<file path="config.mk">
export PLATFORM = sky130hd
export DESIGN_NAME = fifo_sync_param_flat
export DESIGN_NICKNAME = d
export VERILOG_FILES = /design/src/rtl/fifo_sync_param_if.sv /design/src/rtl/fifo_sync_param.sv /design/src/flat_wrapper.sv
export SDC_FILE = /design/constraint.sdc
export NUM_CORES = 1
export LEC_CHECK = 0
export ABC_AREA = 0
export ABC_CLOCK_PERIOD_IN_PS = 5800
export BUFFER_PORTS_ARGS = -buffer_cell sky130_fd_sc_hd__buf_2
export CORE_AREA = 4 4 123 125
export CTS_BUF_LIST = sky130_fd_sc_hd__clkbuf_8
export DETAILED_ROUTE_END_ITERATION = 6
export DIE_AREA = 0 0 127 129
export PLACE_DENSITY = 0.6
export SYNTH_ARGS = -nofsm -noshare
export SYNTH_HDL_FRONTEND = slang
export SYNTH_SLANG_ARGS = --single-unit
</file>
<file path="constraint.sdc">
create_clock -name clk -period 5.8 [get_ports clk]
set_input_delay 0.87 -clock clk [delete_from_list [all_inputs] [get_ports clk]]
set_output_delay 0.87 -clock clk [all_outputs]
set_load 0.02 [all_outputs]
</file>
<file path="src/rtl/fifo_sync_param_if.sv">
// Bus bundle for fifo_sync_param.
//
// Handshake: the producer raises write_en with data_in. The write is taken on
// that rising edge when the FIFO is not full, or when it is full but a read is
// taken on the same edge. The consumer raises read_en, and the read is taken
// when the FIFO is not empty. Nothing is back-pressured combinationally.
// full/empty are the "ready" view, and both are registered-pointer decodes.
// A request that is not taken sets a sticky overflow or underflow flag.
// clear flushes the FIFO on an edge, and on that edge it overrides both
// requests.
//
// Modports:
//   master - producer/consumer side: drives clear, write_en, data_in and
//            read_en, and observes data and status.
//   slave  - FIFO side.
interface fifo_sync_param_if #(
  parameter int WIDTH = 8,
  parameter int DEPTH = 16
);
  localparam int ADDR_W = $clog2(DEPTH);

  logic              clear;
  logic              write_en;
  logic [WIDTH-1:0]  data_in;
  logic              read_en;
  logic [WIDTH-1:0]  data_out;
  logic              full;
  logic              empty;
  logic              almost_full;
  logic              almost_empty;
  logic [ADDR_W:0]   count;
  logic              overflow;
  logic              underflow;

  modport master (
    output clear, write_en, data_in, read_en,
    input  data_out, full, empty, almost_full, almost_empty, count,
           overflow, underflow
  );

  modport slave (
    input  clear, write_en, data_in, read_en,
    output data_out, full, empty, almost_full, almost_empty, count,
           overflow, underflow
  );
endinterface

</file>
<file path="src/rtl/fifo_sync_param.sv">
// Parametrised single-clock FIFO.
//
// This FIFO offers a registered-read mode (FWFT=0) or a first-word-fall-through
// mode (FWFT=1). It also provides an occupancy count, almost_full/almost_empty
// thresholds, sticky overflow/underflow flags and a synchronous flush.
//
// Ports:
//   clk    - single clock, rising edge
//   reset  - asynchronous, active-low
//   bus    - fifo_sync_param_if.slave. It carries clear, write_en, data_in,
//            read_en, data_out, full, empty, almost_full, almost_empty,
//            count, overflow and underflow.
module fifo_sync_param #(
  parameter int WIDTH     = 8,
  parameter int DEPTH     = 16,
  parameter int FWFT      = 0,
  parameter int AFULL_TH  = 12,
  parameter int AEMPTY_TH = 2
) (
  input  logic               clk,
  input  logic               reset,
  fifo_sync_param_if.slave   bus
);
  localparam int ADDR_W = $clog2(DEPTH);
  localparam int PTR_W  = ADDR_W + 1;

  localparam logic [PTR_W-1:0] PTR_ONE  = PTR_W'(1);
  localparam logic [PTR_W-1:0] FULL_CNT = PTR_W'(DEPTH);
  localparam logic [PTR_W-1:0] AF_CNT   = PTR_W'(AFULL_TH);
  localparam logic [PTR_W-1:0] AE_CNT   = PTR_W'(AEMPTY_TH);

  logic [WIDTH-1:0]  mem [DEPTH];
  logic [PTR_W-1:0]  wr_ptr;
  logic [PTR_W-1:0]  rd_ptr;
  logic [PTR_W-1:0]  count;
  logic [ADDR_W-1:0] wr_addr;
  logic [ADDR_W-1:0] rd_addr;
  logic              empty;
  logic              full;
  logic              rd_ok;
  logic              wr_ok;
  logic              overflow_q;
  logic              underflow_q;

  // The extra wrap bit lets the pointer difference run from 0 to DEPTH
  // without ambiguity between the full and empty cases.
  assign count   = wr_ptr - rd_ptr;
  assign wr_addr = wr_ptr[ADDR_W-1:0];
  assign rd_addr = rd_ptr[ADDR_W-1:0];
  assign empty   = (count == '0);
  assign full    = (count == FULL_CNT);

  // The read is decided first so that a full FIFO can accept a write while a
  // pop happens on the same edge. clear suppresses both accesses.
  assign rd_ok = bus.read_en & ~empty & ~bus.clear;
  assign wr_ok = bus.write_en & (~full | rd_ok) & ~bus.clear;

  always_ff @(posedge clk or negedge reset) begin
    if (!reset) begin
      wr_ptr <= '0;
      rd_ptr <= '0;
    end else if (bus.clear) begin
      wr_ptr <= '0;
      rd_ptr <= '0;
    end else begin
      if (wr_ok) wr_ptr <= wr_ptr + PTR_ONE;
      if (rd_ok) rd_ptr <= rd_ptr + PTR_ONE;
    end
  end

  always_ff @(posedge clk or negedge reset) begin
    if (!reset) begin
      overflow_q  <= 1'b0;
      underflow_q <= 1'b0;
    end else if (bus.clear) begin
      overflow_q  <= 1'b0;
      underflow_q <= 1'b0;
    end else begin
      if (bus.write_en && !wr_ok) overflow_q  <= 1'b1;
      if (bus.read_en  && !rd_ok) underflow_q <= 1'b1;
    end
  end

  // Storage is deliberately not reset.
  always_ff @(posedge clk) begin
    if (wr_ok) mem[wr_addr] <= bus.data_in;
  end

  generate
    if (FWFT == 0) begin : g_std
      logic [WIDTH-1:0] dout_q;

      always_ff @(posedge clk or negedge reset) begin
        if (!reset)     dout_q <= '0;
        else if (rd_ok) dout_q <= mem[rd_addr];
      end

      assign bus.data_out = dout_q;
    end else begin : g_fwft
      // The head word is shown as soon as it is stored. The output is forced
      // to zero while the FIFO is empty, so that reset reads back as zero.
      assign bus.data_out = empty ? '0 : mem[rd_addr];
    end
  endgenerate

  assign bus.count        = count;
  assign bus.empty        = empty;
  assign bus.full         = full;
  assign bus.almost_full  = (count >= AF_CNT);
  assign bus.almost_empty = (count <= AE_CNT);
  assign bus.overflow     = overflow_q;
  assign bus.underflow    = underflow_q;
endmodule

</file>
<file path="src/flat_wrapper.sv">
// flat-port wrapper written by rule: the top's interface ports become plain ports
module fifo_sync_param_flat 
#(
  parameter int WIDTH     = 8,
  parameter int DEPTH     = 16,
  parameter int FWFT      = 0,
  parameter int AFULL_TH  = 12,
  parameter int AEMPTY_TH = 2
)
  (clk, reset, bus_clear, bus_write_en, bus_data_in, bus_read_en, bus_data_out, bus_full, bus_empty, bus_almost_full, bus_almost_empty, bus_count, bus_overflow, bus_underflow);
  fifo_sync_param_if #(.WIDTH(WIDTH), .DEPTH(DEPTH)) bus_i ();
  input  logic clk;
  input  logic reset;
  input wire logic [$bits(bus_i.clear)-1:0] bus_clear;
  input wire logic [$bits(bus_i.write_en)-1:0] bus_write_en;
  input wire logic [$bits(bus_i.data_in)-1:0] bus_data_in;
  input wire logic [$bits(bus_i.read_en)-1:0] bus_read_en;
  output wire logic [$bits(bus_i.data_out)-1:0] bus_data_out;
  output wire logic [$bits(bus_i.full)-1:0] bus_full;
  output wire logic [$bits(bus_i.empty)-1:0] bus_empty;
  output wire logic [$bits(bus_i.almost_full)-1:0] bus_almost_full;
  output wire logic [$bits(bus_i.almost_empty)-1:0] bus_almost_empty;
  output wire logic [$bits(bus_i.count)-1:0] bus_count;
  output wire logic [$bits(bus_i.overflow)-1:0] bus_overflow;
  output wire logic [$bits(bus_i.underflow)-1:0] bus_underflow;
  assign bus_i.clear = bus_clear;
  assign bus_i.write_en = bus_write_en;
  assign bus_i.data_in = bus_data_in;
  assign bus_i.read_en = bus_read_en;
  assign bus_data_out = bus_i.data_out;
  assign bus_full = bus_i.full;
  assign bus_empty = bus_i.empty;
  assign bus_almost_full = bus_i.almost_full;
  assign bus_almost_empty = bus_i.almost_empty;
  assign bus_count = bus_i.count;
  assign bus_overflow = bus_i.overflow;
  assign bus_underflow = bus_i.underflow;
  fifo_sync_param #(.WIDTH(WIDTH), .DEPTH(DEPTH), .FWFT(FWFT), .AFULL_TH(AFULL_TH), .AEMPTY_TH(AEMPTY_TH)) u_core (.clk(clk), .reset(reset), .bus(bus_i));
endmodule
</file>
# [Yosys cells after proc, flatten, opt, wreduce, memory -nomap -nowiden]
# Memories as Yosys holds them, arrays and structs flattened. A register that Yosys moved wholly into a read port is not among the register bits.
# Index checks and enable logic that the tools add are counted.
[classes] addsub=3 magnitude_cmp=2 eq_ne=1 mux=10 bitwise_logic=8 reduce_logical=10
[ops] operator="2-to-1 mux 5 bit" count=4
[ops] operator="adder 5 x 1 -> 5 bit, second input constant" count=2
[ops] operator="nonzero test 2 bit" count=4
[ops] operator="2-to-1 mux 1 bit" count=6
[ops] operator="== test 5 bit, second input constant" count=1
[ops] operator="greater-or-equal comparator 5 x 4 -> 1 bit, second input constant" count=1
[ops] operator="<= comparator 5 x 2 -> 1 bit, second input constant" count=1
[ops] operator="zero test 5 bit" count=1
[ops] operator="subtractor 5 bit" count=1
[ops] operator="AND 1 bit" count=4
[ops] operator="zero test 1 bit" count=3
[ops] operator="inverter 1 bit" count=3
[ops] operator="logical AND 1 bit" count=2
[ops] operator="bitwise OR 1 bit" count=1
[totals] register_bits=12 ramBits=128 input_bits=13 out_inout_bits=19 elab_cells=39 memories=1
[mem_list] memory="u_core.mem" words=16 word_bits=8 rd=1 rd_clocked_by_memory_dff=1 write_ports=1 line="fifo_sync_param.sv:32" source="logic [WIDTH-1:0] mem [DEPTH];"

# [Longest topological paths before layout]
# Gate-level depths: netlist of run 1.
[logic_depth] ltp_word=12 depth_mapped=11 depth_no_buf=10

# [Worst setup path before layout of run 1]
# No wires, ideal clock.
[synth_path] path_kind="reg-to-output" startpoint="reg u_core.wr_ptr[0]" endpoint="out bus_almost_empty" arrival_time_ps=3053 t_required_ps=4930 path_slack_ps=1877 stages_incl_launch_ff=9 cell_sequence="dfrtp_1 > inv_1 > ha_1 > fa_1 > nand2b_2 > a21oi_4 > xor2_2 > inv_2 > a2111oi_0"
[synth_between] elab_chain_len=2
[synth_rtl] element="from (decl)" line="fifo_sync_param.sv:33" source="logic [PTR_W-1:0] wr_ptr;"
[synth_rtl] element="from (signal assigned)" line="fifo_sync_param.sv:66" source="if (wr_ok) wr_ptr <= wr_ptr + PTR_ONE;"
[synth_rtl] element="subtractor 5 bit" line="fifo_sync_param.sv:47" source="assign count = wr_ptr - rd_ptr;"
[synth_rtl] element="named net bus_count[4]" line="flat_wrapper.sv:23" source="output wire logic [$bits(bus_i.count)-1:0] bus_count;"
[synth_rtl] element="<= comparator 5 x 2 -> 1 bit" line="fifo_sync_param.sv:110" source="assign bus.almost_empty = (count <= AE_CNT);"
[synth_rtl] element="to (decl)" line="flat_wrapper.sv:22" source="output wire logic [$bits(bus_i.almost_empty)-1:0] bus_almost_empty;"
# The timed path passes the listed nets, and every way through them passes these cells.

# [Final worst setup path of run 1]
[layout_path] startpoint="reg u_core.rd_ptr[1]" endpoint="out bus_almost_empty"
[layout_between] elab_chain_len=2
[layout_rtl] element="from (decl)" line="fifo_sync_param.sv:34" source="logic [PTR_W-1:0] rd_ptr;"
[layout_rtl] element="from (signal assigned)" line="fifo_sync_param.sv:67" source="if (rd_ok) rd_ptr <= rd_ptr + PTR_ONE;"
[layout_rtl] element="subtractor 5 bit" line="fifo_sync_param.sv:47"
[layout_rtl] element="<= comparator 5 x 2 -> 1 bit" line="fifo_sync_param.sv:110"
# Every way passes these cells.

==> qor.yml, run 1 <==
crit_family: "buffers and inverters"
p_sw_mw: 0.933
crit_chain: "buf_4 > fa_1 > nand2b_2 > a21oi_4 > xor2_2 > inv_2 > a2111oi_0 > buf_2"
synthTopCellsByCount: "edfxtp_1, nor2_1, mux4_2"
worstPathArrival_ps: 3080
antennaDiodeCount: 0
p_leak_nw: 2.38
cts_sinks: 148
synth_top_cell_area_share_pct: 61.7
cts.root.buffer_cell: "clkbuf_8"
crit_slowest_cell: "fa_1"
grt_pass1_vias: 3165
synth_ff_type: "edfxtp_1"
routed.top_layer: "met4"
place_ws_ps: 2300
port_buffers: 31
clock_skew_ps: 8.08
worst_ep_required_time_ps: 4930
met2_length_mm: 5.67
initial_utilization_pct: 44.9
yosys.area.top_type: "edfxtp_1"
drcViolationCount: 0
cp-endpoint: "bus_almost_empty"
post-cts-setup-buffers: 0
core-area_sq_mm: 0.0139
grt_pass1_wl_mm: 18.5
slew_headroom_pct: 32.0
critPathKind: "reg2out"
htree_levels: 4
globalplace.congestion: 0.783
seqPwrFrac_pct: 42.2
hold_buffers: 0
end_kind: "primary output"
worstSetupStartpointType: "register"
die_height_um: 129
p_total_mw: 2.95
cts_max_path_buffers: 2
p_int_mw: 2.02
irDropWorstVdd_mv: 0.166
layout-drive-gt1-share_pct: 27.9
avgRoutedWirePerCell_um: 21.5
die_area_sq_mm: 0.0164
areaGrowthSynthToFinish_pct: 10.7
rr_startpoint: "u_core.rd_ptr[1]"
whs_ps: 382
fin_tns_setup_ps: 0
yosys_warnings: 0
min_path_type: "in2async"
postSynthCellCount: 314
synth_nets: 337
io_pins: 32
crit_buf_inv: 3
met3_length_um: 505
clk_latency_ps: 440
clkTransAtPathRegs_ps: 70
antenna_found_initial: 0
period_needed_ps: 3950
grt_max_degree: 38
setup_ws_ps: 1850
cap_violations: 0
vias: 2959
postRouteAntennaNets: 0
final_nets: 378
ctsResizeCount: 0
cts_tree: "built"
max_freq_mhz: 253
die_w_um: 127
cts_buffers: 17
p_sw_share_pct: 31.7
via_per_inst: 5.42
syn_avg_cell_area_sq_um: 19.8
stdcell_count: 546
wirelength_mm: 11.8
pwr-share-comb_pct: 33.0
final_area_sq_mm: 0.00690
reg2reg_to: "u_core.mem[11][6]"
path_depth: 8
placedCellCount: 516
period_share_pct: 68.2
dpl_cell_area_sq_mm: 0.00654
final_util_pct: 49.7
rsz0062_at_grt: "false"
crit_start: "u_core.rd_ptr[1]"
synth_cell_types: 40
r2r_cells: 8
critPathMaxFanout: 37
async_flop_share_pct: 13.5
synth_most_common_cell: "edfxtp_1"
seq_area_frac_synth_pct: 69.7
synth_edf_count: 128
final_max_slew_viol_count: 0
power_frac_clock_pct: 24.7
track_usage_pct: 15.7
netlist_area_sq_mm: 0.00623
drt-met1-wl_mm: 5.37
outcome: "finished clean"
rows: 43
dpl.hpwl_mm: 7.81
max_stage_delay_ps: 530
overflow: 0
ys_ff_latch: 148
initialDrtViolationCount: 225
worst_slew_pin_slew_ps: 1020
rrSetupSlack_ps: 2310
synthTopCellsByArea: "edfxtp_1, dfrtp_1, mux4_2"
power.density_mw_per_mm2: 428
dr.pass1.iters: 4
hold_viol_final: 0
setup_viol: 0
==> layout by cell type (no fill, tap or decap), types with 7 or more instances in the layout <==
cell type	instances
nand2_1	10
inv_1	9
mux4_1	18
dfrtp_1	19
mux2_4	8
a21oi_1	7
buf_2	31
nor2_1	30
ha_1	9
edfxtp_1	128
mux4_2	22
clkbuf_8	17
==> cells by family (layout without fill, tap and decap cells) <==
kind of cell	count (synthesis)	after routing	share of synthesized area [%]
AND/OR/NAND/NOR	60	60	4.50
XOR/XNOR	7	7	1.35
multiplexers	51	51	18.2
buffers and inverters	20	72	1.93
AO/OA/AOI/OAI	18	18	2.23
flip-flops	148	148	69.7
adder cells (fa/ha/maj)	10	10	2.13
==> sequential cells by signal, summed over array words and instances (netlist names) <==
name,cells
u_core.bus.data_out,8
u_core.bus.underflow,1
u_core.wr_ptr,5
u_core.mem,128
u_core.rd_ptr,5
u_core.bus.overflow,1
==> routing by layer <==
metal,global-route usage (%),vias to the layer above
met5,0,-
met1,21.1,1528
met4,6.06,0
li1,-,1342
met3,4.11,18
met2,24.8,71
==> worst min-delay path by stage <==
| stage | from | to |
|---|---|---|
| finish | reset | u_core.wr_ptr[4] |
| detailed placement | u_core.bus.underflow | u_core.bus.underflow |
| global placement | u_core.bus.underflow | u_core.bus.underflow |
| floorplan | u_core.wr_ptr[4] | u_core.wr_ptr[4] |
| global route | reset | u_core.bus.data_out[2] |
| CTS | reset | u_core.bus.data_out[1] |
==> power by group through the flow <==
stage | Sequential [mW] | Clock, mW | Combinational, mW
2_1_floorplan | 1.31 | 0 | 0.721
3_3_place_gp | 1.27 | 0 | 0.977
3_5_place_dp | 1.27 | 0 | 0.987
4_1_cts | 1.25 | 0.745 | 0.988
5_1_grt | 1.25 | 0.804 | 1.05
6_report | 1.25 | 0.729 | 0.974
==> final cells by class <==
type / instances / area, sq um
clock buffer: 17 / 234
clock inverter: 13 / 120
fill: 1155 / 6990
inverter: 9 / 33.8
multi-input combinational: 146 / 1770
sequential: 148 / 4350
tap: 180 / 225
timing repair buffer: 33 / 170
(Power assumes the default switching activity.)
==> inputs of run 2 (changes only) <==
--- a/config.mk
+++ b/config.mk
@@ -6,7 +6,7 @@
 export NUM_CORES = 1
 export LEC_CHECK = 0
 export ABC_AREA = 0
-export ABC_CLOCK_PERIOD_IN_PS = 5800
+export ABC_CLOCK_PERIOD_IN_PS = 4050
 export BUFFER_PORTS_ARGS = -buffer_cell sky130_fd_sc_hd__buf_2
 export CORE_AREA = 4 4 123 125
 export CTS_BUF_LIST = sky130_fd_sc_hd__clkbuf_8
==> constraint.sdc (replaced) <==
create_clock -name clk -period 4.05 [get_ports clk]
set_input_delay 0.6075 -clock clk [delete_from_list [all_inputs] [get_ports clk]]
set_output_delay 0.6075 -clock clk [all_outputs]
set_load 0.02 [all_outputs]
==> run 2 against run 1 <==
Net effect:
- worst setup slack worse by 1500 ps
- die area did not move
- critical endpoint unchanged
- register-to-register slack got worse by 1700 ps
- global-route usage down 0.40 points
- combinational power rose by 43%
- non-clock buffer count stayed put
- cell count rose by 0.37%
- clock-buffer cell count unchanged
- sequential share of layout area shrank 0.62 points
==> qor.yml, run 2 (synthesized netlist as in run 1, its figures left out) <==
fin_tns_setup_ps: 0  # unchanged
crit_chain: "inv_1 > ha_1 > fa_1 > nand2b_2 > a21oi_4 > xor2_2 > inv_2 > a2111oi_0 > buf_2"
irDropWorstVdd_mv: 0.278  # +68%
period_needed_ps: 3720
port_buffers: 31  # unchanged
dr.pass1.iters: 4  # unchanged
cts_buffers: 17  # unchanged
outcome: "finished clean"
hold_buffers: 0  # unchanged
track_usage_pct: 15.3  # -0.40 points
grt_pass1_wl_mm: 18.0  # -3.0%
final_nets: 378  # unchanged
vias: 2962  # +0.10%
worstSetupStartpointType: "register"
worstPathArrival_ps: 3120  # +40 ps
clkTransAtPathRegs_ps: 80  # about the same
antenna_found_initial: 0  # unchanged
setup_viol: 0  # unchanged
cts_tree: "built"
hold_viol_final: 0  # unchanged
ctsResizeCount: 0  # unchanged
htree_levels: 4  # unchanged
layout-drive-gt1-share_pct: 28.8  # +0.94 points
overflow: 0  # unchanged
globalplace.congestion: 0.747  # -4.6%
antennaDiodeCount: 0  # unchanged
cts_sinks: 148  # unchanged
crit_slowest_cell: "fa_1"
period_share_pct: 92.0
io_pins: 32  # unchanged
post-cts-setup-buffers: 0  # unchanged
rsz0062_at_grt: "false"
die_w_um: 127  # unchanged
worst_slew_pin_slew_ps: 902  # -114 ps
postRouteAntennaNets: 0  # unchanged
power.density_mw_per_mm2: 628  # +47%
dpl.hpwl_mm: 7.93  # +1.7%
largest_register_ffs: 128  # unchanged
die_height_um: 129  # unchanged
min_path_type: "in2async"
rows: 43  # unchanged
grt_max_degree: 36  # -5.3%
clk_latency_ps: 440  # about the same
fillers: 1144  # -0.95%
cap_violations: 0  # unchanged
crit_buf_inv: 3  # unchanged
final_common_cell: "edfxtp_1"
crit_family: "adder cells"
avgRoutedWirePerCell_um: 21.0  # -2.3%
via_per_inst: 5.41  # -0.26%
initialDrtViolationCount: 198  # -12%
critPathMaxFanout: 6  # -84%
slew_headroom_pct: 39.6  # +7.6 points
p_leak_nw: 2.42  # +1.7%
core-area_sq_mm: 0.0139  # unchanged
max_freq_mhz: 268
place_ws_ps: 629  # -1670 ps
final_cell_mix: "edfxtp_1, buf_2, nor2_1, mux4_2, dfrtp_1"
drcViolationCount: 0  # unchanged
max_stage_delay_ps: 420  # -110 ps
worst_ep_required_time_ps: 3440  # -1490 ps
setup_ws_ps: 325  # -1520 ps
areaGrowthSynthToFinish_pct: 11.8
critPathKind: "reg2out"
cts.root.buffer_cell: "clkbuf_8"
final_max_slew_viol_count: 0  # unchanged
clock_skew_ps: 8.81  # +0.739 ps
die_area_sq_mm: 0.0164  # unchanged
largest_register: "u_core.mem"
cts_max_path_buffers: 2  # unchanged
grt_pass1_vias: 3072  # -2.9%
end_kind: "primary output"
wirelength_mm: 11.5  # -2.0%
initial_utilization_pct: 44.9  # unchanged
==> run 2: cell count changes in the layout (fill, tap and decap cells not counted), sizes merged <==
cell      previous run  this run
bufinv               2         4
clkinvlp             3         1
clkinv               5         6
inv                 12        13
==> run 2: cell type report <==
class | instances | area (sq um) | area share (%)
flip-flops and latches | 148 | 4350 | 62.4
multi-input cells | 146 | 1770 | 25.4
clock buffers | 17 | 234 | 3.36
well taps | 180 | 225 | 3.23
clock inverters | 15 | 189 | 2.71
repair buffers | 33 | 170 | 2.44
inverters | 9 | 33.8 | 0.485
==> run 2: stage by stage <==
stage                     cell area (sq um)  hold WS (ps)  instances  total power, mW  util [%]
after detailed placement               6540           490        516             3.24      47.1
after global routing                   6960           118        548             4.60      50.2
after floorplan                        6230           312        314             2.90         -
after global placement                 6540           474        516             3.21      47.1
after CTS                              6960          79.2        548             4.44      50.2
final                                  6960           105        548             4.37      50.2
==> run 2: report_power, final <==
group	leakage, nW	switching (mW)	internal, mW	total, mW
clock network	0.220	0.528	0.666	1.19
registers	1.41	0.0444	1.74	1.79
logic	0.790	0.777	0.618	1.39
total	2.42	1.35	3.03	4.37
==> run 2: path summary, 6_finish.rpt <==
check                                       end                  from  cells after the start  slack, ps
min in group clk           u_core.bus.underflow  u_core.bus.underflow                      2        500
max                            bus_almost_empty      u_core.wr_ptr[0]                      9        330
min reg2reg                u_core.bus.underflow  u_core.bus.underflow                      2        500
max reg2reg                    u_core.mem[4][5]      u_core.wr_ptr[0]                      9        650
min                            u_core.rd_ptr[2]                 reset                      1        100
max in group asynchronous      u_core.rd_ptr[0]                 reset                      1       3610
==> run 2: layer usage <==
layer	track usage [%]	share of wire, %
met1	21.5	48
met2	23.0	47
met3	4.65	4.2
met4	5.11	1.1
met5	0	0
